==> config.mk <==
export PLATFORM = sky130hd
export DESIGN_NAME = dkong_hiscore_xfer
export DESIGN_NICKNAME = d
export VERILOG_FILES = /design/src/rtl/dkong_hs_pkg.sv /design/src/rtl/dkong_hs_bracket.sv /design/src/rtl/dkong_hiscore_xfer.sv
export SDC_FILE = /design/constraint.sdc
export NUM_CORES = 1
export LEC_CHECK = 0
export BUFFER_PORTS_ARGS = -buffer_cell sky130_fd_sc_hd__buf_2
export CAP_MARGIN = 25
export CORE_UTILIZATION = 30
export CTS_CLUSTER_DIAMETER = 60
export DETAILED_ROUTE_END_ITERATION = 10
export PLACE_DENSITY = 0.48
export SKIP_LAST_GASP = 1
export SLEW_MARGIN = 20
export SYNTH_ARGS = -nofsm -noshare
export SYNTH_HDL_FRONTEND = slang
export SYNTH_SLANG_ARGS = --single-unit
export TNS_END_PERCENT = 30
==> constraint.sdc <==
create_clock -name I_CLK_24576M -period 5.2 [get_ports I_CLK_24576M]
set_input_delay 1.04 -clock I_CLK_24576M [delete_from_list [all_inputs] [get_ports I_CLK_24576M]]
set_output_delay 1.04 -clock I_CLK_24576M [all_outputs]
set_load 0.01 [all_outputs]
==> src/rtl/dkong_hs_pkg.sv <==
// Shared types and constants for the Donkey Kong high-score transfer block.
package dkong_hs_pkg;

   typedef enum logic [2:0] {
      IDLE,
      POLL,
      VERIFY,
      RESTORE,
      READY,
      SAVE
   } state_t;

   typedef enum logic [1:0] {
      B_IDLE,
      B_GUARD,
      B_ACTIVE,
      B_DROP
   } br_state_t;

   // Read latencies of the external buffer and of the core hs port.
   localparam int BUF_LAT = 1;
   localparam int HS_LAT  = 2;

   localparam logic [15:0] DEF_START_ADDR  = 16'h6100;
   localparam int          DEF_LENGTH      = 64;
   localparam logic [15:0] DEF_CHECK_ADDR  = 16'h611C;
   localparam logic [7:0]  DEF_CHECK_VAL   = 8'h00;
   localparam int          DEF_WAIT_FRAMES = 4;
   localparam int          DEF_GUARD       = 8;

   function automatic logic [15:0] hs_addr(input logic [15:0] base, input logic [7:0] idx);
      return base + {8'h00, idx};
   endfunction

endpackage

==> src/rtl/dkong_hs_bracket.sv <==
// Pause/guard/access sequencer: raises pause, waits GUARD cycles, raises access
// until done, then drops access and, one cycle later, pause; fin pulses then.
module dkong_hs_bracket
   import dkong_hs_pkg::*;
#(
   parameter int GUARD = DEF_GUARD
)(
   input  logic clk,
   input  logic reset,
   input  logic start,
   input  logic done,
   output logic pause,
   output logic access,
   output logic fin
);

   localparam int CW = $clog2(GUARD + 1);

   br_state_t       state;
   logic [CW-1:0]   cnt;

   always_ff @(posedge clk) begin
      if (reset) begin
         state  <= B_IDLE;
         cnt    <= '0;
         pause  <= 1'b0;
         access <= 1'b0;
         fin    <= 1'b0;
      end else begin
         fin <= 1'b0;
         case (state)
            B_IDLE: begin
               if (start) begin
                  pause <= 1'b1;
                  cnt   <= '0;
                  state <= B_GUARD;
               end
            end
            B_GUARD: begin
               cnt <= cnt + 1'b1;
               if (cnt == CW'(GUARD - 1)) begin
                  access <= 1'b1;
                  state  <= B_ACTIVE;
               end
            end
            B_ACTIVE: begin
               if (done) begin
                  access <= 1'b0;
                  state  <= B_DROP;
               end
            end
            B_DROP: begin
               pause <= 1'b0;
               fin   <= 1'b1;
               state <= B_IDLE;
            end
            default: state <= B_IDLE;
         endcase
      end
   end

endmodule

==> src/rtl/dkong_hiscore_xfer.sv <==
// High-score restore/save engine for the Donkey Kong core hs port.
// Optional build macro DKONG_HS_CHECKSUM_EN adds a trailing sum byte and a VERIFY pass.
module dkong_hiscore_xfer
   import dkong_hs_pkg::*;
#(
   parameter logic [15:0] START_ADDR  = DEF_START_ADDR,
   parameter int          LENGTH      = DEF_LENGTH,
   parameter logic [15:0] CHECK_ADDR  = DEF_CHECK_ADDR,
   parameter logic [7:0]  CHECK_VAL   = DEF_CHECK_VAL,
   parameter int          WAIT_FRAMES = DEF_WAIT_FRAMES,
   parameter int          GUARD       = DEF_GUARD
)(
   input  logic        I_CLK_24576M,
   input  logic        I_RESET,
   input  logic        I_VBLANK,
   input  logic        I_LOAD_VALID,
   input  logic        I_SAVE_REQ,
   output logic [7:0]  O_BUF_A,
   input  logic [7:0]  I_BUF_DO,
   output logic [7:0]  O_BUF_DI,
   output logic        O_BUF_WE,
   output logic [15:0] O_HS_ADDRESS,
   output logic [7:0]  O_HS_DATA_IN,
   input  logic [7:0]  I_HS_DATA_OUT,
   output logic        O_HS_WRITE,
   output logic        O_HS_ACCESS,
   output logic        O_PAUSE,
   output logic        O_BUSY,
   output logic        O_RESTORED
);

   localparam int         FW         = $clog2(WAIT_FRAMES + 1);
   localparam logic [7:0] LAST_IDX   = 8'(LENGTH - 1);
   localparam logic [1:0] PH_BUF_CAP = 2'(BUF_LAT);
   localparam logic [1:0] PH_HS_CAP  = 2'(HS_LAT);
   localparam logic [1:0] PH_WR      = 2'(BUF_LAT + 1);
   localparam logic [1:0] PH_WE      = 2'(HS_LAT + 1);
`ifdef DKONG_HS_CHECKSUM_EN
   localparam logic [7:0] SUM_IDX    = 8'(LENGTH);
   localparam logic [7:0] LAST_SAVE  = SUM_IDX;
   localparam state_t     LOAD_STATE = VERIFY;
`else
   localparam logic [7:0] LAST_SAVE  = LAST_IDX;
   localparam state_t     LOAD_STATE = RESTORE;
`endif

   state_t          state;
   logic [7:0]      idx;
   logic [1:0]      phase;
   logic [FW-1:0]   frame_cnt;
   logic            vblank_d;
   logic            save_pend;
   logic            launched;
   logic            ending;
   logic            br_start;
   logic            br_done;
   logic            br_fin;
   logic            tick;
`ifdef DKONG_HS_CHECKSUM_EN
   logic [7:0]      sum;
`endif

   assign tick   = I_VBLANK & ~vblank_d;
   assign O_BUSY = (state != IDLE) && (state != READY);

   dkong_hs_bracket #(.GUARD(GUARD)) u_bracket (
      .clk    (I_CLK_24576M),
      .reset  (I_RESET),
      .start  (br_start),
      .done   (br_done),
      .pause  (O_PAUSE),
      .access (O_HS_ACCESS),
      .fin    (br_fin)
   );

   // Each transfer state: launch (init + start bracket), run the byte engine
   // while access is high, then wait for the bracket to release pause.
   always_ff @(posedge I_CLK_24576M) begin
      if (I_RESET) begin
         state        <= IDLE;
         idx          <= '0;
         phase        <= '0;
         frame_cnt    <= '0;
         vblank_d     <= 1'b0;
         save_pend    <= 1'b0;
         launched     <= 1'b0;
         ending       <= 1'b0;
         br_start     <= 1'b0;
         br_done      <= 1'b0;
         O_BUF_A      <= '0;
         O_BUF_DI     <= '0;
         O_BUF_WE     <= 1'b0;
         O_HS_ADDRESS <= '0;
         O_HS_DATA_IN <= '0;
         O_HS_WRITE   <= 1'b0;
         O_RESTORED   <= 1'b0;
`ifdef DKONG_HS_CHECKSUM_EN
         sum          <= '0;
`endif
      end else begin
         vblank_d <= I_VBLANK;
         br_start <= 1'b0;
         br_done  <= 1'b0;
         // NOTE: defaults first; a later non-blocking assignment to the same
         // register in this block overrides them (e.g. READY clears save_pend).
         if (I_SAVE_REQ) save_pend <= 1'b1;

         case (state)
            IDLE: begin
               frame_cnt <= '0;
               state     <= I_LOAD_VALID ? POLL : READY;
            end

            POLL: begin
               if (!launched) begin
                  if (!I_LOAD_VALID) begin
                     state <= IDLE;
                  end else if (tick) begin
                     br_start     <= 1'b1;
                     launched     <= 1'b1;
                     phase        <= '0;
                     O_HS_ADDRESS <= CHECK_ADDR;
                  end
               end else if (O_HS_ACCESS && !ending) begin
                  phase <= phase + 1'b1;
                  if (phase == PH_HS_CAP) begin
                     frame_cnt <= (I_HS_DATA_OUT == CHECK_VAL) ? frame_cnt + 1'b1 : '0;
                     br_done   <= 1'b1;
                     ending    <= 1'b1;
                  end
               end else if (br_fin) begin
                  launched <= 1'b0;
                  ending   <= 1'b0;
                  if (frame_cnt == FW'(WAIT_FRAMES)) state <= LOAD_STATE;
               end
            end

`ifdef DKONG_HS_CHECKSUM_EN
            VERIFY: begin
               if (!launched) begin
                  launched <= 1'b1;
                  idx      <= '0;
                  phase    <= '0;
                  O_BUF_A  <= '0;
                  sum      <= '0;
               end else begin
                  phase <= phase + 1'b1;
                  if (phase == PH_BUF_CAP) begin
                     phase <= '0;
                     if (idx == SUM_IDX) begin
                        launched <= 1'b0;
                        state    <= (I_BUF_DO == sum) ? RESTORE : READY;
                     end else begin
                        sum     <= sum + I_BUF_DO;
                        idx     <= idx + 8'd1;
                        O_BUF_A <= idx + 8'd1;
                     end
                  end
               end
            end
`endif

            RESTORE: begin
               if (!launched) begin
                  br_start <= 1'b1;
                  launched <= 1'b1;
                  idx      <= '0;
                  phase    <= '0;
                  O_BUF_A  <= '0;
               end else if (O_HS_ACCESS && !ending) begin
                  phase <= phase + 1'b1;
                  if (phase == PH_BUF_CAP) begin
                     O_HS_ADDRESS <= hs_addr(START_ADDR, idx);
                     O_HS_DATA_IN <= I_BUF_DO;
                     O_HS_WRITE   <= 1'b1;
                  end else if (phase == PH_WR) begin
                     O_HS_WRITE <= 1'b0;
                     phase      <= '0;
                     if (idx == LAST_IDX) begin
                        br_done <= 1'b1;
                        ending  <= 1'b1;
                     end else begin
                        idx     <= idx + 8'd1;
                        O_BUF_A <= idx + 8'd1;
                     end
                  end
               end else if (br_fin) begin
                  launched   <= 1'b0;
                  ending     <= 1'b0;
                  O_RESTORED <= 1'b1;
                  state      <= READY;
               end
            end

            READY: begin
               if (save_pend || I_SAVE_REQ) begin
                  save_pend <= 1'b0;
                  state     <= SAVE;
               end
            end

            SAVE: begin
               if (!launched) begin
                  br_start     <= 1'b1;
                  launched     <= 1'b1;
                  idx          <= '0;
                  phase        <= '0;
                  O_HS_ADDRESS <= START_ADDR;
`ifdef DKONG_HS_CHECKSUM_EN
                  sum          <= '0;
`endif
               end else if (O_HS_ACCESS && !ending) begin
                  phase <= phase + 1'b1;
                  if (phase == PH_HS_CAP) begin
                     O_BUF_A  <= idx;
                     O_BUF_DI <= I_HS_DATA_OUT;
                     O_BUF_WE <= 1'b1;
`ifdef DKONG_HS_CHECKSUM_EN
                     if (idx == SUM_IDX) O_BUF_DI <= sum;
                     else                sum      <= sum + I_HS_DATA_OUT;
`endif
                  end else if (phase == PH_WE) begin
                     O_BUF_WE <= 1'b0;
                     phase    <= '0;
                     if (idx == LAST_SAVE) begin
                        br_done <= 1'b1;
                        ending  <= 1'b1;
                     end else begin
                        idx          <= idx + 8'd1;
                        O_HS_ADDRESS <= hs_addr(START_ADDR, idx + 8'd1);
                     end
                  end
               end else if (br_fin) begin
                  launched <= 1'b0;
                  ending   <= 1'b0;
                  state    <= READY;
               end
            end

            default: state <= IDLE;
         endcase
      end
   end

endmodule

==> summary.md, run 1 <==
| Metric | Value |
|---|---|
| Period utilization | `50.64%` |
| Async SR Flop Fraction | `0%` |
| Total CTS buffers | `9` |
| Crit path launch | `state[2]` |
| Worst endpoint data arrival time | `2820 ps` |
| Max VDD drop | `176.3 uV` |
| Worst Path Required | `5390 ps` |
| Worst reg2reg setup slack | `2570 ps` |
| Unique cell type count in the Yosys netlist | `62` |
| RePlAce Congestion | `0.8009` |
| HP Class | `reg2reg` |
| Clk_skew | `5.799 ps` |
| Die X | `113.0 um` |
| Fraction of layout cells with a size suffix above 1 | `17.26%` |
| WS Path Type | `reg2reg` |
| H-tree depth | `3` |
| Top cell type's share of synthesized area | `36.27%` |
| PD cells | `314.4 nW/um^2` |
| CTS resizes | `0` |
| Setup crit start kind | `flop` |
| Worst slew margin | `40.15%` |
| EDFF count, synth | `0` |
| Number of global-route vias before repair | `3,243` |
| Avg Vias per Cell | `5.172` |
| Max cap viols | `0` |
| Final setup TNS | `0 ps` |
| Postcts setup bufs | `0` |
| Clk_lat worst skew | `330 ps` |
| CTS tree | `built` |
| Pin count of the biggest net entering global routing | `39` |
| Net count, final | `533` |
| I/O pin total | `67` |
| RSZ-0062 raised after global routing | `no` |
| Core box area | `12,010 um^2` |
| R2R depth | `5` |
| FF-to-FF Start | `state[2]` |
| ANT cells | `0` |
| Full die area | `12,780 um^2` |
| Avg WL per Cell | `14.77 um` |
| Global-route wire length before repair | `16.37 mm` |
| Detailed placement HPWL | `6.717 mm` |
| Reg-to-reg endpoint | `O_BUF_A[7]` |
| Fmax | `0.3798 GHz` |
| Worst slew pin tran | `886.6 ps` |
| Synthesized cell area | `3699 um^2` |
| CP Max Fanout | `23` |
| Outcome | `completed` |
| DRT Wirelength | `9.615 mm` |
| Crit path to | `O_BUF_A[7]` |
| Clk sinks | `67` |
| Die Height | `113.0 um` |
| Worst setup EP type | `flop` |
| # rows | `40` |
| Grt ovf | `0` |
| Post-Synthesis Cells | `458` |
| Initial Util | `30.79%` |
| Antenna viol nets, final | `0` |
| CTS Buffer Depth | `2` |
| Hold WS | `445.1 ps` |
| Worst-path clk slew | `60 ps` |
| Hold_buf cts | `0` |
| Post-layout minimum cycle time | `2633 ps` |
| Final hold vios | `0` |
| Most frequent cell after synthesis | `dfxtp_1` |
| Yosys reg bits | `67` |
| Syn Area/Cell | `8.075 um^2` |
| Root buffer cell | `clkbuf_16` |
| Port bufs | `61` |
| Top cells by instance count after synthesis | `dfxtp_1 (67), nor2_1 (55), nand2_1 (39), a21oi_1 (32), clkbuf_1 (23)` |
| Dominant synthesized flop cell | `dfxtp_1` |
| Area leader, netlist | `dfxtp_1` |
| Sequential area share after synthesis | `36.27%` |
| Final setup viols | `0` |
| Drt drc | `0` |
| Tot GR Track Use | `16.06%` |
| Synth area leaders | `dfxtp_1 (36%), nor2_1 (5.6%), ha_1 (4.4%)` |
| Fin. max-slew vios | `0` |
| DRT iter0 DRCs | `281` |
| Initial antenna violation count | `0` |
| DR pass1 iterations | `4` |
| Area Overhead vs Synth | `17.08%` |
| Routed via count | `3,367` |
| Leakage | `0.001681 uW` |
| Yosys warns | `0` |
==> layer usage <==
layer  share of wire (%)  GRT usage, %  vias up
met5                   0             0        -
met4                 2.0         6.228        0
met3                 3.8         3.696       15
met2                  47         25.85       77
met1                  48         20.83     1558
li1                    -             -     1717
==> how the worst min path moves through the flow <==
stage	startpoint	end	slack (ps)	depth (start not counted)
5_1_grt	O_HS_DATA_IN[1]	O_HS_DATA_IN[1]	480	2
2_1_floorplan	save_pend	save_pend	460	2
4_1_cts	O_RESTORED	O_RESTORED	450	2
6_report	O_RESTORED	O_RESTORED	450	2
3_5_place_dp	O_RESTORED	O_RESTORED	440	2
3_3_place_gp	O_RESTORED	O_RESTORED	440	2
==> report_power, final <==
part	internal, uW	total, uW	switching [uW]
registers	532	564	31.6
clock network	381	604	223
logic	72.2	193	121
total	986	1360	375
==> flip-flops by register name, indices dropped and copies added, names as in the netlist, 2 cells and up <==
register,flops
u_bracket.cnt,4
phase,2
O_BUF_DI,8
frame_cnt,3
O_HS_ADDRESS,9
idx,8
O_BUF_A,8
O_HS_DATA_IN,8
state,3
u_bracket.state,2
==> critical path, cell delays in order, from the launching register on <==
cell and delay [ps]:
dfxtp_1 750, nand3b_1 430, nor2_4 430, o22a_1 550, o2111a_1 280, nor3_1 50
==> cells by family after synthesis <==
kind of cell	Yosys count	synth area share [%]
other	1	0.1014
adder cells (fa/ha/maj)	14	4.702
multiplexers	15	4.059
flip-flops	67	36.27
XOR/XNOR	2	0.4737
AND/OR/NAND/NOR	197	28.38
AO/OA/AOI/OAI	108	19.25
buffers and inverters	54	6.766
==> layout make-up <==
| type | instances | area (um^2) |
|---|---|---|
| multi-input combinational | 341 | 2122 |
| clock inverter | 5 | 52.55 |
| tap | 147 | 183.9 |
| fill | 1298 | 7681 |
| inverter | 16 | 60.06 |
| sequential | 67 | 1341 |
| clock buffer | 11 | 242.7 |
| timing repair buffer | 64 | 327.8 |
==> per-stage QoR <==
step / utilization [%] / cells / setup slack (ps) / power (uW) / area (um^2)
detailed placement: 33.59 / 635 / 2604 / 769.0 / 4035
finish: 36.05 / 651 / 2567 / 1361 / 4330
global placement: 33.59 / 635 / 2605 / 767.0 / 4035
global route: 36.05 / 651 / 2332 / 1433 / 4330
floorplan: - / 462 / 2840 / 713.1 / 3714
CTS: 36.05 / 651 / 2578 / 1384 / 4330
==> placed cells by master (no fill, tap or decap), drive strengths merged, types with 9 or more instances in the layout <==
master | netlist | routed
a211oi | 9 | 9
a21oi | 32 | 32
a31oi | 11 | 11
buf | 15 | 64
clkbuf | 23 | 11
dfxtp | 67 | 67
ha | 13 | 13
inv | 16 | 16
mux2i | 15 | 15
nand2 | 39 | 39
nand2b | 13 | 13
nand3 | 20 | 20
nand3b | 12 | 12
nor2 | 56 | 56
o21ai | 16 | 16
No activity file was read; power rests on OpenSTA's default activity.
==> inputs of run 2 (changes only) <==
PLACE_DENSITY = 0.5   (was 0.48)
clock period = 2.4 ns   (was 5.2 ns; I/O delays follow)
==> run 2 against run 1 <==
Net effect:
- clock power grew to 2.6 times the previous value
- first-iteration DRC count grew 3.6%
- sequential power grew 110%
- count of clock-buffer cells in the layout shrank 2
- die area is the same
- final area grew 6.6%
- clock skew grew 1.6 ps
- largest cell class unchanged
- largest power group unchanged
- highest routed layer unchanged
==> summary.md, run 2 (synthesis results as in run 1) <==
| Metric | Value |
|---|---|
| Outcome | `completed` |
| Fraction of layout cells with a size suffix above 1 | `22.28%` |
| Drt drc | `0` |
| Avg WL per Cell | `14.69 um` |
| Worst slew margin | `59.55%` |
| Top reg by flops | `O_HS_ADDRESS` |
| Worst slew pin tran | `601.8 ps` |
| Worst setup EP type | `flop` |
| R2R depth | `8` |
| Post-layout minimum cycle time | `2242 ps` |
| Setup crit start kind | `flop` |
| Reg-to-reg endpoint | `O_HS_ADDRESS[7]` |
| HP Class | `in2reg` |
| WS Path Type | `reg2reg` |
| Initial Util | `30.79%` |
| Worst endpoint data arrival time | `2480 ps` |
| Avg Vias per Cell | `5.223` |
| CTS tree | `built` |
| Max reg flops | `9` |
| Clk_skew | `7.414 ps` |
| Placed Instances | `665` |
| Full die area | `12,780 um^2` |
| Worst-path clk slew | `60 ps` |
| Port bufs | `61` |
| Worst Path Required | `2640 ps` |
| RSZ-0062 raised after global routing | `no` |
| Layout Cells excl Fill | `681` |
| Routed via count | `3,557` |
| Max VDD drop | `365.6 uV` |
| Fmax | `0.4460 GHz` |
| Final hold vios | `0` |
| Commonest non-fill, non-tap cells in the layout | `dfxtp_1 (67), buf_2 (61), nor2_1 (55)` |
| Final setup viols | `0` |
| I/O pin total | `67` |
| Net count, final | `563` |
| Die X | `113.0 um` |
| Grt ovf | `0` |
| Crit path launch | `phase[0]` |
| # rows | `40` |
| H-tree depth | `3` |
| Max cap viols | `0` |
| Area Overhead vs Synth | `24.80%` |
| Total power | `3241 uW` |
| DR pass1 iterations | `5` |
| Fin. max-slew vios | `0` |
| Total CTS buffers | `9` |
| Util after Layout | `38.43%` |
| CTS Buffer Depth | `2` |
| Number of global-route vias before repair | `3,360` |
| RePlAce Congestion | `0.8525` |
| Period utilization | `93.42%` |
| Final setup margin | `158.0 ps` |
| Final setup TNS | `0 ps` |
| Tot GR Track Use | `16.33%` |
| Initial antenna violation count | `0` |
| ANT cells | `0` |
| Global-route wire length before repair | `16.48 mm` |
| Clk sinks | `67` |
| Worst reg2reg setup slack | `160 ps` |
| Fillers | `1,224` |
| Place WS | `155.9 ps` |
| Pin count of the biggest net entering global routing | `38` |
| PD cells | `702.1 nW/um^2` |
| Root buffer cell | `clkbuf_16` |
| Core box area | `12,010 um^2` |
| Clk_lat worst skew | `340 ps` |
| Antenna viol nets, final | `0` |
| DRT Wirelength | `10.00 mm` |
| Crit path to | `O_HS_ADDRESS[7]` |
| Hold_buf cts | `0` |
| FF-to-FF Start | `phase[0]` |
| Die Height | `113.0 um` |
| Detailed placement HPWL | `7.204 mm` |
| Leakage | `0.001855 uW` |
| Commonest non-fill, non-tap cell in the layout | `dfxtp_1` |
| DRT iter0 DRCs | `291` |
| CP Max Fanout | `9` |
[run 2: worst min path at each step]
stage / cells after the start / slack (ps) / startpoint / end
floorplan: 2 / 460 / save_pend / save_pend
global placement: 2 / 440 / O_RESTORED / O_RESTORED
detailed placement: 2 / 440 / O_RESTORED / O_RESTORED
CTS: 3 / 380 / I_BUF_DO[1] / O_HS_DATA_IN[1]
global route: 3 / 390 / I_BUF_DO[3] / O_HS_DATA_IN[3]
finish: 3 / 390 / I_BUF_DO[4] / O_HS_DATA_IN[4]
[run 2: worst max-delay path, cell delays in order, from the launching register on]
cell and delay (ps):
dfxtp_1 340, inv_1 60, ha_1 290, nor2b_1 260, a21oi_1 120, nor4_2 530, buf_4 270, nor2_1 50
a311oi_1 220
[run 2: layout make-up]
cell class	count	area [um^2]	area share [%]
clock buffer	9	225.2	4.879
inverter	16	60.06	1.301
tap	147	183.9	3.985
clock inverter	7	123.9	2.684
sequential	67	1341	29.06
multi-input combinational	341	2128	46.11
timing repair buffer	94	553.0	11.98
[run 2: per-layer routing]
metal	up-vias	share of wire, %	global-route usage (%)
met5	-	0	0
met4	0	1.9	6.316
met3	14	4.3	3.749
met2	98	48	27.61
met1	1659	46	20.13
li1	1786	-	-
[run 2: where the power goes]
part | leakage, uW | switching, uW | total (uW) | internal [uW]
Sequential | 0.000542 | 50.3 | 1200 | 1150
Clock | 0.000167 | 531 | 1550 | 1020
Combinational | 0.00115 | 292 | 483 | 190
Total | 0.00186 | 874 | 3240 | 2370
[run 2: stage by stage]
step	instance area, um^2	hold slack (ps)
final	4616	392.8
after global routing	4616	391.1
after CTS	4609	384.4
after detailed placement	4260	443.1
after global placement	4260	439.1
after floorplan	3714	463.2
[run 2: what timing repair did]
action                                  4_1_cts  5_1_grt
resized for setup                             0        1
setup buffers                                 0        0
endpoints found under the setup margin        0        2
